--- src/rtl/key_debounce_pulse.sv ---
// Three-key debounce front end: two-flop synchroniser, per-key stability
// FSM, registered press/release pulses and a priority-encoded key event.

module key_debounce_lane #(
  parameter int STABLE_CYCLES = 4,
  parameter int CNT_W         = $clog2(STABLE_CYCLES + 1)
) (
  input  logic sys_clk,
  input  logic sys_rst,
  input  logic key_sync,
  output logic key_level,
  output logic rise_evt,
  output logic fall_evt
);
  typedef enum logic {IDLE = 1'b0, HELD = 1'b1} state_t;

  localparam logic [CNT_W-1:0] CNT_LAST = CNT_W'(STABLE_CYCLES - 1);

  state_t           state_q, state_d;
  logic [CNT_W-1:0] cnt_q, cnt_d;
  logic             accept;

  always_ff @(posedge sys_clk) begin
    if (sys_rst) begin
      state_q <= IDLE;
      cnt_q   <= '0;
    end else begin
      state_q <= state_d;
      cnt_q   <= cnt_d;
    end
  end

  // Any sample matching the current level restarts the count, so only an
  // unbroken run of STABLE_CYCLES differing samples flips the state.
  always_comb begin
    state_d = state_q;
    cnt_d   = '0;
    accept  = 1'b0;
    if (key_sync != logic'(state_q)) begin
      if (cnt_q == CNT_LAST) begin
        state_d = (state_q == IDLE) ? HELD : IDLE;
        accept  = 1'b1;
      end else begin
        cnt_d = cnt_q + 1'b1;
      end
    end
  end

  always_comb begin
    key_level = (state_q == HELD);
    rise_evt  = accept && (state_d == HELD);
    fall_evt  = accept && (state_d == IDLE);
  end
endmodule

module key_debounce_pulse #(
  parameter int STABLE_CYCLES = 4,
  parameter int CNT_W         = $clog2(STABLE_CYCLES + 1)
) (
  input  logic       sys_clk,
  input  logic       sys_rst,
  input  logic [2:0] key_in,
  output logic [2:0] key_level,
  output logic [2:0] press_pulse,
  output logic [2:0] release_pulse,
  output logic       key_valid,
  output logic [1:0] key_code
);
  localparam int NUM_KEYS = 3;

  logic [NUM_KEYS-1:0] key_meta, key_sync;
  logic [NUM_KEYS-1:0] rise_evt, fall_evt;
  logic [1:0]          code_d;

  always_ff @(posedge sys_clk) begin
    if (sys_rst) begin
      key_meta <= '0;
      key_sync <= '0;
    end else begin
      key_meta <= key_in;
      key_sync <= key_meta;
    end
  end

  key_debounce_lane #(
    .STABLE_CYCLES(STABLE_CYCLES),
    .CNT_W        (CNT_W)
  ) u_lane [NUM_KEYS-1:0] (
    .sys_clk  (sys_clk),
    .sys_rst  (sys_rst),
    .key_sync (key_sync),
    .key_level(key_level),
    .rise_evt (rise_evt),
    .fall_evt (fall_evt)
  );

  // Highest key index wins when several presses land together.
  always_comb begin
    code_d = 2'd0;
    if      (rise_evt[2]) code_d = 2'd3;
    else if (rise_evt[1]) code_d = 2'd2;
    else if (rise_evt[0]) code_d = 2'd1;
  end

  always_ff @(posedge sys_clk) begin
    if (sys_rst) begin
      press_pulse   <= '0;
      release_pulse <= '0;
      key_valid     <= 1'b0;
      key_code      <= 2'd0;
    end else begin
      press_pulse   <= rise_evt;
      release_pulse <= fall_evt;
      key_valid     <= |rise_evt;
      key_code      <= code_d;
    end
  end
endmodule

--- config.mk ---
export PLATFORM = sky130hd
export DESIGN_NAME = key_debounce_pulse
export DESIGN_NICKNAME = d
export VERILOG_FILES = /design/src/rtl/key_debounce_pulse.sv
export SDC_FILE = /design/constraint.sdc
export NUM_CORES = 1
export LEC_CHECK = 0
export CORE_ASPECT_RATIO = 1.1
export CORE_MARGIN = 2
export CORE_UTILIZATION = 35
export CTS_CLUSTER_DIAMETER = 30
export DETAILED_ROUTE_END_ITERATION = 16
export MAX_ROUTING_LAYER = met4
export PLACE_DENSITY_LB_ADDON = 0.3
export SYNTH_ARGS = -nofsm -noshare
export SYNTH_HDL_FRONTEND = slang
export SYNTH_SLANG_ARGS = --single-unit
export TNS_END_PERCENT = 30
--- constraint.sdc ---
create_clock -name sys_clk -period 1.4 [get_ports sys_clk]
set_input_delay 0.21 -clock sys_clk [delete_from_list [all_inputs] [get_ports sys_clk]]
set_output_delay 0.21 -clock sys_clk [all_outputs]
set_load 0.02 [all_outputs]
==> After elaboration in Yosys (flattened, before gate mapping) <==
Cells that the tools add are included.
{ "op_classes": {"eq_ne": 6, "muxes": 18, "bitwise": 6, "reduce_logical": 10, "n_addsub": 3} }
{ "ops": {"columns": ["operator", "count"], "rows": [
  ["$mux W1", 16],
  ["$reduce_or A3 Y1", 4],
  ["$add A3 B1 Y3 const B", 3],
  ["$eq A3 B2 Y1 const B", 3],
  ["$logic_and A1 B1 Y1", 6],
  ["$not A1 Y1", 6],
  ["$mux W2", 2],
  ["$ne A1 B1 Y1", 3]
]} }
{ "word_totals": {"register_bits": 27, "word_cells": 55} }

==> Depth between registers and ports, before layout <==
Gate-level depths: netlist (run 1).
{ "logic_depth": {"depth_word": 7, "depth_mapped": 4} }

==> Modules after synthesis <==
A second synthesis (run 1) with hierarchy kept.
{ "unflattened": {"hier_cells": 83, "area_unflattened_um2": 958.4} }
{ "modules_own_cells": {"columns": ["module", "cells_each", "area_each_um2", "n_inst"], "rows": [
  ["key_debounce_lane", 16, 173.9, 3],
  ["key_debounce_pulse", 35, 436.7, 1]
]} }

==> Least setup slack after synthesis (run 1) <==
OpenSTA, ideal clock, no wires.
{ "synth_timing": {"path_type": "register to register", "from": "register u_lane[1].cnt_q[0]", "to": "register u_lane[1].state_q", "stages_incl_launch_ff": 5, "required_ns": 1.330, "path_slack_ns": 0.279, "setup_time_ns": 0.070, "arrival_ns": 1.051, "path_cell_list": "dfxtp_1 -> ha_1 -> ha_1 -> or2b_1 -> a21oi_1"} }
{ "synth_between": {"elab_chain_len": 3} }
{ "synth_rtl": {"columns": ["item", "line_no", "rtl"], "rows": [
  ["start, declared", "20", "logic [CNT_W-1:0] cnt_q, cnt_d;"],
  ["start signal, assigned", "29", "cnt_q <= cnt_d;"],
  ["$eq A3 B2 Y1", "40", "if (cnt_q == CNT_LAST) begin"],
  ["$mux W1", "40", null],
  ["$mux W1", "39", "if (key_sync != logic'(state_q)) begin"],
  ["end signal, assigned", "28", "state_q <= state_d;"],
  ["end, declared", "19", "state_t state_q, state_d;"]
]} }
No other way between the ends.
A chain may end at the register's enable or synchronous reset.

==> Worst setup path after layout (run 1) <==
{ "layout_timing": {"from": "register u_lane[2].state_q", "to": "output key_level[2]"} }
{ "layout_rtl": {"columns": ["item", "line_no", "rtl"], "rows": [
  ["start, declared", "19", null],
  ["start signal, assigned", "28", null],
  ["end, declared", "63", "output logic [2:0] key_level,"]
]} }
No word-level cell between the ends.

==> results.md, run 1 <==
Setup path:
- The critical path is of the register to primary output type.
- In this run the worst path has a maximum fanout of 5.
- The largest single stage delay on the critical path is 0.42 ns.
- The critical path goes through dlygate4sd2_1.
- In this design, the largest share of critical-path delay is due to flip-flops.
- The slowest stage of the critical path is the dfxtp_1 cell.
- STA classifies the critical path endpoint as a primary output.
- The number of buffer and inverter instances along the worst setup path is 1.
- For the worst setup path, the data required time is 1.19 ns.
- Data on the critical path arrives at its endpoint at 1.10 ns.
- The worst setup path is launched from a register.

CTS:
- In this run the number of H-tree levels came out at 1.
- The post-cts hold buffer count is 0.
- The cell sitting at the root of the clock tree is a clkbuf_4.
- The clock net in this run drives a total of 27 sinks.
- The maximum count of clock buffers along a single path is 2.
- The number of post-CTS setup repair buffers is 0.
- After clock tree synthesis, the clock-pin slew on the worst setup and hold paths is 0.15 ns.
- For the worst-skew pair, the clock arrives at the later sink with an insertion delay of 0.32 ns.
- The count of cells resized by post-cts repair is 12.
- The number of clock buffers added by TritonCTS is 3.
- The CTS tree is built.

Run:
- The total of max-cap violations is 0.

STA:
- In the finished design, the share of the clock period the worst path needs comes to 93.7%.
- On the final layout, the worst hold slack is 0.419 ns.
- In this run the tightest slew margin relative to its limit is 79.4%.
- The final period demand of the worst path is 1.31 ns.
- The achievable clock frequency is 762 MHz.
- The final count of pins violating max slew is 0.
- Setup violations remaining at the end of the flow were counted as 0.
- Setup repair after global routing left no endpoint under its margin.
- The post-route clock skew is 0.0105 ns.
- For the pin with the worst max-slew slack, the measured transition is 0.307 ns.
- The accumulated negative setup slack is 0 ns.
- The total count of hold-check failures in the final report is 0.

Routing:
- The routed design uses 635 um of met2 wire.
- The detail-routed via count per cell is 4.80.
- The total wire length after detailed routing is 1.32 mm.
- Once detail routing completed, the nets flagged for antenna violations numbered 0.
- The detailed-route DRC error count is 0.
- The number of iterations in the first detailed-routing pass is 4.
- In the final routing, the length of wire on met1 measures 585 um.
- The detailed router finished its first iteration with 9 violations.
- In the final routed layout, each cell accounts on average for 10.3 um.
- The detailed-routed wire length on met3 is 87 um.
- In this run the top signal layer used is met4.
- The total number of vias is 615.

Yosys:
- The largest total area in the synthesized netlist belongs to dfxtp_1.
- dfxtp_1 is the most common cell in the netlist.
- In this run, synthesis produced a sequential element count of 27.
- The gate count of the mapped netlist is 78.
- The share of the synthesized area in compound gates (AO/OA/AOI/OAI) is 2.78%.
- In this run, synthesis inferred 0 flip-flops with an integrated enable.
- The total number of yosys warnings is 0.
- The number of nets in the synthesized netlist is 89.
- The async set-or-reset flop fraction in the synthesized netlist is 0%.
- By area, the combinational part of the netlist is dominated by simple AND/OR/NAND/NOR gates.
- Of the total synthesized cell area, the portion taken by full adders, half adders and majority gates is 7.95%.
- A synthesized cell averages 12.1 sq um.
- In the synthesized netlist, the cells that appear most often are dfxtp_1 (27), ha_1 (6), nor2b_1 (6), nor4_1 (6), inv_1 (5).
- The most common flop cell mapped by yosys is dfxtp_1.
- Yosys attributes the largest share of cell area to dfxtp_1 (57%), ha_1 (7.9%), nor2b_1 (4.0%).
- The fraction of the yosys area taken by sequential cells is 57.2%.
- The xor/xnor cell area share of the yosys netlist is 2.78%.
- In this run the biggest area consumer among cell types represents 57.2% of the synthesized area.
- The simple logic cell fraction of the synthesized area is 21.1%.
- The number of different library cells used by synthesis comes to 23.
- The cell area that synthesis handed to floorplanning was 945 sq um.
- Measured against the total synthesized area, the mux share comes to 2.12%.

Finish:
- Of the cells placed in the final design, the portion with a size suffix greater than 1 is 10.3%.
- The area overhead of the layout relative to synthesis is 21.6%.
- The number of diodes is 0.
- The filler cell count in the final layout is 238.
- The area of all sequential standard cells is 541 sq um.
- The net count of the finished layout is 109.
- Cells fill 45.2% of the core in the end.
- Summing all multi-input logic gate instances after layout gives 347 sq um.
- The finished layout holds 128 standard cells, fillers aside.

Die:
- The die is 53.5 um wide.
- The area of the core is 0.00254 sq mm.
- The starting utilization of the core area is 37.1%.
- The total number of placement rows is 19.
- The total die area is 0.00313 sq mm.
- The die span in y is 58.5 um.
- For this design the top-level I/O count stands at 17.

Hold path:
- The type of the tightest min-delay check is input port to register.

Placement:
- The HPWL after detailed placement is 1.00 mm.
- The last weighted congestion value of the routability-driven placer is 0.673.
- Port buffering added 16 buffers.
- The count of placed standard cells including taps is 124.

GRT:
- Entering global routing, the biggest net connects 16 pins.
- The number of global-route vias before repair is 650.
- Global routing finished with a remaining overflow of 0.
- The initial antenna violation count was 0.
- The global-route total usage across every layer is 11.6%.
- The first-pass GRT wire length is 2.57 mm.

Power:
- The design draws 1.16 mW.
- In this run the static leakage power is 0.493 nW.
- The largest vdd supply drop is 469 uV.
- The clock network is responsible for 28.4% of the overall power.
- In this run the power density over the cells is 1010 mW/mm^2.
- The switching part of the total is 21.2%.
- The share of total power dissipated in sequential elements is 67.9%.
- Combinational logic burns 3.7% of the power.
- The power dissipated by switching net loads is 245 uW.
- The design internal power is 911 uW.

Run status:
- The flow ran to the end, and the final reports show no timing, DRC or antenna violations.
==> path summary, 6_finish.rpt <==
check	startpoint	to	slack, ns	cells past startpoint
worst max register to register	u_lane[1].cnt_q[0]$_SDFF_PP0_	key_valid$_SDFF_PP0_	0.16	4
worst min register to register	u_lane[2].cnt_q[0]$_SDFF_PP0_	u_lane[2].cnt_q[0]$_SDFF_PP0_	0.44	1
worst min-delay path	key_in[2]	key_meta[2]$_SDFF_PP0_	0.42	2
worst max-delay path	u_lane[2].key_level$_SDFF_PP0_	key_level[2]	0.09	1
==> per-layer routing <==
metal / up-vias / global-route usage [%]
li1: 309 / -
met1: 284 / 12.8
met2: 20 / 18.3
met3: 2 / 3.30
met4: 0 / 6.59
met5: - / -
==> cell type report <==
type	instances	area share (%)
sequential	27	47.1
multi-input combinational	41	30.2
timing repair buffer	20	15.4
tap	31	3.38
clock buffer	3	1.96
inverter	5	1.63
clock inverter	1	0.436
==> cells by family (layout without fill, tap and decap cells) <==
family / Yosys count / in the layout
flip-flops: 27 / 27
XOR/XNOR: 3 / 3
multiplexers: 2 / 2
buffers and inverters: 10 / 29
AND/OR/NAND/NOR: 26 / 26
AO/OA/AOI/OAI: 4 / 4
adder cells (fa/ha/maj): 6 / 6
==> power groups by stage <==
stage / combinational (mW) / sequential [mW] / clock, mW
after global routing: 0.0491 / 0.788 / 0.381
after CTS: 0.0435 / 0.785 / 0.345
after global placement: 0.0428 / 0.802 / 0
after detailed placement: 0.0432 / 0.802 / 0
after floorplan: 0.0239 / 0.801 / 0
final: 0.0429 / 0.785 / 0.328
==> sequential cells by signal, indices dropped and copies added, names as in the netlist <==
register and count:
key_meta 3, press_pulse 3, key_valid 1, key_sync 3, u_lane.cnt_q 9, key_code 2
u_lane.key_level 3, release_pulse 3
==> cells in the final DEF, fill, tap and decap left out, drive strengths merged, types with 2 or more instances in the layout <==
| cell | Yosys | layout |
|---|---|---|
| dfxtp | 27 | 27 |
| dlygate4sd2 | 0 | 11 |
| nor2b | 6 | 6 |
| nor4 | 6 | 6 |
| ha | 6 | 6 |
| inv | 5 | 5 |
| clkdlybuf4s50 | 0 | 4 |
| buf | 5 | 4 |
| nor4bb | 3 | 3 |
| xnor2 | 3 | 3 |
| clkbuf | 0 | 3 |
| nor4b | 3 | 3 |
| nand4bb | 2 | 2 |
| mux2i | 2 | 2 |
| nor2 | 2 | 2 |
==> metrics by stage <==
stage	worst slack, ns	area (sq um)
final	0.0881	1150
after global routing	0.0116	1150
after CTS	0.0666	1150
after detailed placement	0.123	1130
after global placement	0.141	1130
after floorplan	0.279	945
Power figures use the tool's default switching activity.
==> run 2: changes to the inputs <==
Settings changed: SETUP_SLACK_MARGIN set to 0.05, SLEW_MARGIN set to 20.
==> run 2 against run 1 <==
Maximum frequency rose by 1.4%. Critical endpoint unchanged. Critical path depth did not move. Clock power barely moved. Largest power group unchanged.
==> results.md, run 2 (synthesized netlist as in run 1, its figures left out) <==
Die:
- The number of top-level pins is 17 (unchanged).
- The area of the core is 0.00254 sq mm (unchanged).
- The total die area is 0.00313 sq mm (unchanged).
- The die span in y came to 58.5 um (unchanged).
- The starting utilization of the core area is 37.1% (unchanged).
- The total number of placement rows is 19 (unchanged).
- The die span in x was 53.5 um (unchanged).

Routing:
- The total number of vias is 608 (-1.1%).
- The number of iterations in the first detailed-routing pass is 4 (unchanged).
- The total wire length after detailed routing was 1.33 mm (+0.53%).
- The per-cell routed wire length is 10.4 um (+0.53%).
- The detailed router's first-iteration violation count came to 18 (+9).
- The detailed-route DRC error count is 0 (unchanged).
- The count of nets left with antenna violations after detail routing is 0 (unchanged).
- The detail-routed via count per cell is 4.75 (-1.1%).

Finish:
- The multi-input logic area is 349 sq um (+0.72%).
- The flip-flop count of the largest register after layout is 9 (unchanged).
- The filler cell count in the final layout is 238 (unchanged).
- The register ranked first by flip-flop count is u_lane.cnt_q.
- Leaving out fill and tap cells, the most frequent cell in the layout is dfxtp_1.
- The net count of the finished layout is 109 (unchanged).
- The number of diodes is 0 (unchanged).
- In the layout the commonest cells are dfxtp_1 (27), dlygate4sd2_1 (10), nor2b_1 (6), nor4_1 (6).
- The area overhead of the layout relative to synthesis is 22.0%.
- The area of all sequential standard cells came to 541 sq um (unchanged).
- The share of layout cells above drive strength 1 is 11.3% (+1.0 points).

Setup path:
- The cell type group with the largest total delay on the critical path is flip-flops.
- The arrival time at the worst endpoint is 1.08 ns (-0.02 ns).
- The number of buffer and inverter instances along the worst setup path is 1 (unchanged).
- The master of the slowest instance on the critical path is dfxtp_1.
- The worst endpoint required time is 1.19 ns (about the same).
- STA classifies the critical path endpoint as a primary output.
- The critical path goes through clkdlybuf4s15_1.
- The critical path is of the register to primary output type.
- The largest fanout of any net on the critical path is 5 (unchanged).
- The longest individual stage delay on the worst path is 0.43 ns (about the same).
- The category of the worst setup path launch point is a register.

Placement:
- The pre-CTS setup slack is 0.123 ns (unchanged).
- The number of buffer cells added on primary ports is 16 (unchanged).
- The HPWL after detailed placement came to 1.00 mm (unchanged).
- The last weighted congestion value of the routability-driven placer came to 0.673 (unchanged).

Hold path:
- The worst hold path belongs to the class input port to register.

GRT:
- The number of global-route vias before repair is 650 (unchanged).
- The global-route total usage across every layer was 11.6% (unchanged).
- The total congestion overflow after global routing came to 0 (unchanged).
- The initial antenna violation count was 0 (unchanged).
- The pin count of the biggest net entering global routing is 16 (unchanged).
- The first-pass GRT wire length is 2.57 mm (unchanged).

CTS:
- The number of post-CTS setup repair buffers is 0 (unchanged).
- The maximum count of clock buffers along a single path is 2 (unchanged).
- The clock sink total is 27 (unchanged).
- The number of clock buffers inserted by TritonCTS is 3 (unchanged).
- The maximum level of the CTS H-tree was 1 (unchanged).
- The register clock-pin slew on the reported worst setup and hold paths is 0.15 ns (about the same).
- The clock insertion delay at the later pin of the skew report is 0.33 ns (about the same).
- The cell chosen for the clock root is clkbuf_4.
- TritonCTS built the clock tree.

Power:
- The clock network fraction of total power is 28.3% (about the same).
- The switching part of the total is 21.1% (-0.13 points).
- The power dissipated by switching net loads is 243 uW (-0.75%).
- The total power divided by cell area is 1000 mW/mm^2 (-0.48%).
- The leakage power figure is 0.489 nW (-0.98%).
- The design internal power is 911 uW (about the same).
- The largest vdd supply drop is 468 uV (about the same).
- The logic gate share of total power was 3.7% (about the same).
- The relative contribution of sequential cells to total power is 68.0% (about the same).

STA:
- The slew at the pin closest to its max-slew limit is 0.307 ns (-0.000762 ns).
- The final critical-path setup slack is 0.107 ns (+0.0184 ns).
- The final count of pins violating max slew came to 0 (unchanged).
- Setup repair after global routing could not meet its margin everywhere.
- The final setup violation count is 0 (unchanged).
- The post-route clock skew is 0.0153 ns (+0.00481 ns).
- The worst slew slack as a fraction of its limit is 79.4% (about the same).
- The achievable clock frequency is 773 MHz (+1.4%).
- The accumulated negative setup slack is 0 ns (unchanged).
- The total count of hold-check failures in the final report is 0 (unchanged).
- The final period demand of the worst path is 1.29 ns (-0.0184 ns).
- The portion of the clock cycle consumed by the worst path in the final layout is 92.4% (-1.3 points).

Run status:
- The run finished with clean final reports.

Run:
- The total of max-cap violations came to 0 (unchanged).
==> run 2: repair_timing <==
action | 4_1_cts | 5_1_grt
hold buffers | 0 | 0
gates cloned | 0 | 0
setup endpoints to repair | 12 | 4
resized for setup | 12 | 3
==> run 2: power by group through the flow <==
stage	Clock, mW	Sequential [mW]	Combinational, mW
detailed placement	0	0.802	0.0432
CTS	0.345	0.785	0.0435
floorplan	0	0.801	0.0239
finish	0.326	0.785	0.0428
global route	0.385	0.788	0.0492
global placement	0	0.802	0.0428
==> run 2: cell type report <==
type	count	area share, %
Inverter	5	1.63
Clock buffer	3	1.95
Tap cell	31	3.37
Timing Repair Buffer	20	15.4
Sequential cell	27	46.9
Clock inverter	1	0.434
Multi-Input combinational cell	41	30.3
==> run 2: layer usage <==
layer	routed length (um)	global-route usage, %
met1	586	12.8
met2	618	18.3
met3	75	3.30
met4	48	6.59
met5	0	-
==> run 2: through the flow <==
stage / hold slack [ns] / utilization, % / power, mW / std cells / instance area (sq um)
5_1_grt: 0.396 / 45.3 / 1.22 / 128 / 1150
4_1_cts: 0.405 / 45.1 / 1.17 / 128 / 1150
3_5_place_dp: 0.424 / 44.6 / 0.845 / 124 / 1130
2_1_floorplan: 0.286 / - / 0.825 / 78 / 945
3_3_place_gp: 0.416 / 44.6 / 0.845 / 124 / 1130
6_report: 0.413 / 45.3 / 1.15 / 128 / 1150
==> run 2: worst paths after layout <==
kind / start / end / slack, ns / cells after the start
worst min-delay path: key_in[2] / key_meta[2]$_SDFF_PP0_ / 0.41 / 2
worst max-delay path: u_lane[2].key_level$_SDFF_PP0_ / key_level[2] / 0.11 / 1
worst max register to register: u_lane[0].cnt_q[0]$_SDFF_PP0_ / key_code[0]$_SDFF_PP0_ / 0.19 / 4
worst min register to register: u_lane[2].cnt_q[0]$_SDFF_PP0_ / u_lane[2].cnt_q[0]$_SDFF_PP0_ / 0.44 / 1
